## config.mk

```make
export PLATFORM = sky130hd
export DESIGN_NAME = regfile_writeback_unit
export DESIGN_NICKNAME = d
export VERILOG_FILES = /design/src/rtl/regfile_writeback_unit.sv
export SDC_FILE = /design/constraint.sdc
export NUM_CORES = 1
export LEC_CHECK = 0
export BUFFER_PORTS_ARGS = -buffer_cell sky130_fd_sc_hd__buf_4
export CAP_MARGIN = 30
export CORE_MARGIN = 2
export CORE_UTILIZATION = 25
export DETAILED_ROUTE_END_ITERATION = 6
export HOLD_SLACK_MARGIN = 0.05
export PLACE_DENSITY_LB_ADDON = 0.3
export SLEW_MARGIN = 20
export SYNTH_ARGS = -nofsm -noshare
export SYNTH_HDL_FRONTEND = slang
export SYNTH_SLANG_ARGS = --single-unit
```

## constraint.sdc

```tcl
create_clock -name clk -period 3.2 [get_ports clk]
set_clock_uncertainty 0.05 [all_clocks]
set_input_delay 0.32 -clock clk [delete_from_list [all_inputs] [get_ports clk]]
set_output_delay 0.32 -clock clk [all_outputs]
set_load 0.01 [all_outputs]
```

## src/rtl/regfile_writeback_unit.sv

```systemverilog
// Register file writer: round-robin arbitration of EXU/LSU results onto a
// registered write port, plus a per-register pending-write scoreboard for RAW checks.
module regfile_writeback_unit #(
  parameter int ADDR_WIDTH = 5,
  parameter int DATA_WIDTH = 32,
  parameter int CNT_WIDTH  = 2
) (
  input  logic                  clk,
  input  logic                  rst,
  input  logic                  iss_valid,
  input  logic [ADDR_WIDTH-1:0] iss_rd,
  output logic                  iss_ready,
  input  logic                  exu_valid,
  output logic                  exu_ready,
  input  logic [ADDR_WIDTH-1:0] exu_rd,
  input  logic [DATA_WIDTH-1:0] exu_data,
  input  logic                  lsu_valid,
  output logic                  lsu_ready,
  input  logic [ADDR_WIDTH-1:0] lsu_rd,
  input  logic [DATA_WIDTH-1:0] lsu_data,
  input  logic [ADDR_WIDTH-1:0] raddr1,
  input  logic [ADDR_WIDTH-1:0] raddr2,
  output logic                  busy1,
  output logic                  busy2,
  output logic                  rf_we,
  output logic [ADDR_WIDTH-1:0] rf_waddr,
  output logic [DATA_WIDTH-1:0] rf_wdata
);

  localparam int NREG = 1 << ADDR_WIDTH;
  localparam logic [CNT_WIDTH-1:0] CNT_MAX = {CNT_WIDTH{1'b1}};

  logic [CNT_WIDTH-1:0]  cnt [NREG];
  logic                  last_lsu;
  logic                  exu_gnt, lsu_gnt, gnt;
  logic [ADDR_WIDTH-1:0] gnt_rd;
  logic [DATA_WIDTH-1:0] gnt_data;
  logic                  iss_acc, ret;
  logic [NREG-1:0]       inc_vec, dec_vec;

  // LSU wins a tie unless it was granted last; reset blocks every handshake
  always_comb begin
    exu_gnt   = !rst && exu_valid && (!lsu_valid || last_lsu);
    lsu_gnt   = !rst && lsu_valid && (!exu_valid || !last_lsu);
    gnt       = exu_gnt || lsu_gnt;
    gnt_rd    = lsu_gnt ? lsu_rd : exu_rd;
    gnt_data  = lsu_gnt ? lsu_data : exu_data;
    exu_ready = exu_gnt;
    lsu_ready = lsu_gnt;
  end

  always_comb begin
    iss_ready = (iss_rd == '0) || (cnt[iss_rd] != CNT_MAX);
    iss_acc   = !rst && iss_valid && iss_ready && (iss_rd != '0);
    ret       = gnt && (gnt_rd != '0);
    inc_vec   = iss_acc ? (NREG'(1) << iss_rd) : '0;
    dec_vec   = ret ? (NREG'(1) << gnt_rd) : '0;
  end

  // The registered write still in flight counts as a pending write
  always_comb begin
    busy1 = (raddr1 != '0) && ((cnt[raddr1] != '0) || (rf_we && rf_waddr == raddr1));
    busy2 = (raddr2 != '0) && ((cnt[raddr2] != '0) || (rf_we && rf_waddr == raddr2));
  end

  always_ff @(posedge clk) begin
    if (rst) begin
      for (int r = 0; r < NREG; r++) cnt[r] <= '0;
    end else begin
      if (ret && !inc_vec[gnt_rd])
        retire_nonzero: assert (cnt[gnt_rd] != '0);
      for (int r = 0; r < NREG; r++) begin
        if (inc_vec[r] && !dec_vec[r])
          cnt[r] <= cnt[r] + CNT_WIDTH'(1);
        else if (dec_vec[r] && !inc_vec[r] && cnt[r] != '0)
          cnt[r] <= cnt[r] - CNT_WIDTH'(1);
      end
    end
  end

  always_ff @(posedge clk) begin
    if (rst) begin
      last_lsu <= 1'b0;
      rf_we    <= 1'b0;
      rf_waddr <= '0;
      rf_wdata <= '0;
    end else begin
      if (gnt) last_lsu <= lsu_gnt;
      rf_we <= ret;
      if (ret) begin
        rf_waddr <= gnt_rd;
        rf_wdata <= gnt_data;
      end
    end
  end

endmodule

```

==> impl_metrics.py <==
metrics = {
    "global_routing": {
        "vias_in_the_first_global_route": 6509,
        "grt-ovfl-total": 0,
        "grt_pass1_wl_um": 37100,
        "grt_antenna_before_repair": 0,
        "grtUsageTotal_pct": 15.6,
        "grt_start_max_net_pins": 74,
    },
    "synth": {
        "postSynthRegisterBits": 103,
        "ys_async_sr_fraction_pct": 0,
        "postSynthCellCount": 822,
        "synth_top_cell_area_share_pct": 26.4,
        "synth_cell_types": 73,
        "synth.cell_area_um2": 7290,
        "yosys-top-cells-area": "edfxtp_1, dfxtp_1, mux4_2, nand2_1, nor2_1",
        "syn_area_per_cell_um2": 8.87,
        "area_leader_netlist": "edfxtp_1",
        "count_of_warnings_emitted_by_yosys": 0,
        "synth_flop_cell": "edfxtp_1",
        "edff_count_synth": 64,
        "yosysSeqAreaShare_pct": 37.1,
    },
    "cells_and_area": {
        "most_frequent_cells_in_the_layout": "buf_4, nand2_1, nor2_1",
        "area_growth_syn_to_layout_pct": 25.1,
        "antenna-diode-count": 0,
        "mostFrequentLayoutCell": "buf_4",
        "fillCellCount": 3076,
        "final_nets": 1042,
        "multi_input_area_um2": 4300,
        "final_layout_size_suffix_gt1_share_pct": 24.6,
        "area.sequential_um2": 2700,
    },
    "floorplanning": {
        "core_area_um2": 28700,
        "die_area_um2": 30500,
        "chip_width_um": 175,
        "start_util_pct": 25.4,
        "chipHeight_um": 175,
        "std_cell_rows": 62,
        "pin_count": 137,
    },
    "timing": {
        "max_freq_mhz": 338,
        "min_period_ns": 2.96,
        "setup_viols_final": 0,
        "hold_ws_ns": 0.155,
        "totalNegativeSetupSlack_ns": 0,
        "hold_viol_final": 0,
        "timing.slew.headroom_pct": 57.3,
        "rsz0062_at_grt": "no",
        "timing.final.crit_share_pct": 92.5,
        "worst_slew_pin_slew_ns": 0.635,
        "slew_violations": 0,
    },
    "worst_setup_path": {
        "arrival_ns": 2.59,
        "critical_path.startpoint": "cnt[18][1]$_SDFFCE_PP0P_",
        "worst-path-max-fanout": 8,
        "reg2reg_depth": 6,
        "critical_path.startpoint_type": "register",
        "setup.worst_path.class": "reg -> out",
        "timing.rr.end": "cnt[3][1]$_SDFFCE_PN0P_",
        "timing.critical_path.required_ns": 2.83,
        "regToRegSetupSlack_ns": 0.47,
        "critPathCaptureType": "primary output",
        "timing.rr.start": "last_lsu$_SDFFE_PP0P_",
    },
    "run_status": {
        "run_status": "finished, final reports clean",
    },
    "worst_hold_path": {
        "worstHoldPathType": "in -> reg",
        "cell_count_of_the_worst_hold_path": 3,
        "hold_start": "lsu_data[13]",
        "whs_endpoint": "rf_wdata[13]$_SDFFE_PP0N_",
    },
    "route": {
        "detail-route-antenna-nets": 0,
        "drt-pass1-iter-count": 5,
        "route.vias.total": 6934,
        "routed_wl_um": 23700,
        "drcViolationCount": 0,
        "dr.first_iter.drc_count": 536,
        "drt-wirelength-per-cell_um": 17.7,
        "via_per_inst": 5.19,
    },
    "cts": {
        "cts_made_buffers": 9,
        "cts.sink_count": 103,
        "clock_tree_from_tritoncts": "done",
        "cts_hold_buf": 0,
        "cts_repair_resize_count": 0,
        "cts.root.buffer_cell": "clkbuf_16",
        "cts_htree_levels": 3,
        "clkLatencyLatePin_ns": 0.37,
        "worst_setup_hold_path_clk_slew_ns": 0.09,
        "cts.repair_timing.setup_buffer_count": 0,
        "cts.path.max_buffers": 2,
    },
    "placed_design": {
        "gp_congestion": 0.870,
        "portBuffers": 136,
        "dp_hpwl_um": 18500,
    },
    "power": {
        "p_leak_uw": 0.00335,
        "pd_cells_nw_per_um2": 386,
        "ir_drop_uv": 221,
    },
    "job": {
        "maxCapViolCount": 0,
    },
}
-- cell families (layout without fill, tap and decap cells) --
| kind of cell | after synthesis | count (layout) | synth area share [%] |
|---|---|---|---|
| compound gates | 203 | 203 | 22.4 |
| xor+xnor | 22 | 22 | 2.64 |
| fa+ha+maj | 1 | 1 | 0.172 |
| buf+inv | 73 | 202 | 4.12 |
| flops | 103 | 103 | 37.1 |
| mux | 39 | 39 | 9.54 |
| other cells | 1 | 2 | 0.0514 |
| simple gates | 380 | 380 | 24.0 |
-- routing by layer --
metal  up-vias  share of wire, %  track usage [%]
li1       3336                 -                -
met1      3333                44             20.9
met2       245                47             25.6
met3        20               6.8             3.20
met4         0               1.5             4.06
met5         -                 0                0
-- stage by stage --
step	power, uW	worst slack, ns	instances	area (um2)	util, %
after global routing	3690	0.118	1336	9120	31.8
after detailed placement	2400	0.198	1320	8800	30.7
after CTS	3560	0.0796	1336	9110	31.7
after global placement	2390	0.212	1320	8800	30.7
final	3520	0.239	1336	9120	31.8
after floorplan	2050	0.730	823	7290	-
-- worst max-delay path, cell delays in order, from the launching register on --
cell       delay [ns]
edfxtp_1         0.47
and2_1           0.21
mux4_2           0.48
o2bb2ai_1        0.21
nor2_2           0.35
nor2b_1          0.08
a21oi_1          0.24
buf_4            0.18
-- report_power, final --
group / leakage (uW) / switching, uW / internal (uW)
registers: 0.000979 / 79.1 / 1510
clock network: 0.000150 / 594 / 560
logic: 0.00222 / 424 / 358
-- layout make-up --
class / instances / area share [%]
clock buffers: 9 / 2.47
repair buffers: 164 / 13.6
multi-input cells: 647 / 47.1
inverters: 22 / 0.905
clock inverters: 7 / 0.947
well taps: 384 / 5.27
flip-flops and latches: 103 / 29.6
-- synth_stat cells (all sizes together), types with 19 or more instances --
cell / instances
nor2: 104
clkbuf: 32
inv: 22
edfxtp: 64
a311oi: 37
nand3: 28
mux4: 24
dfxtp: 39
nor3: 19
o21ai: 33
o211ai: 29
nand2: 140
a21oi: 23
buf: 19
-- sequential cells by signal, indices dropped and copies added, names as in the netlist --
| name | count |
|---|---|
| rf_waddr | 5 |
| rf_we | 1 |
| rf_wdata | 32 |
| last_lsu | 1 |
| cnt | 64 |
-- worst max path at each step --
stage	to	slack (ns)	cells past startpoint
after floorplan	busy1	0.73	5
after global placement	cnt[8][1]$_SDFFCE_PN0P_	0.21	8
after detailed placement	cnt[8][1]$_SDFFCE_PN0P_	0.20	8
after CTS	iss_ready	0.08	7
after global routing	iss_ready	0.12	7
final	iss_ready	0.24	7
Note: power is estimated with default switching activity, not from simulation.
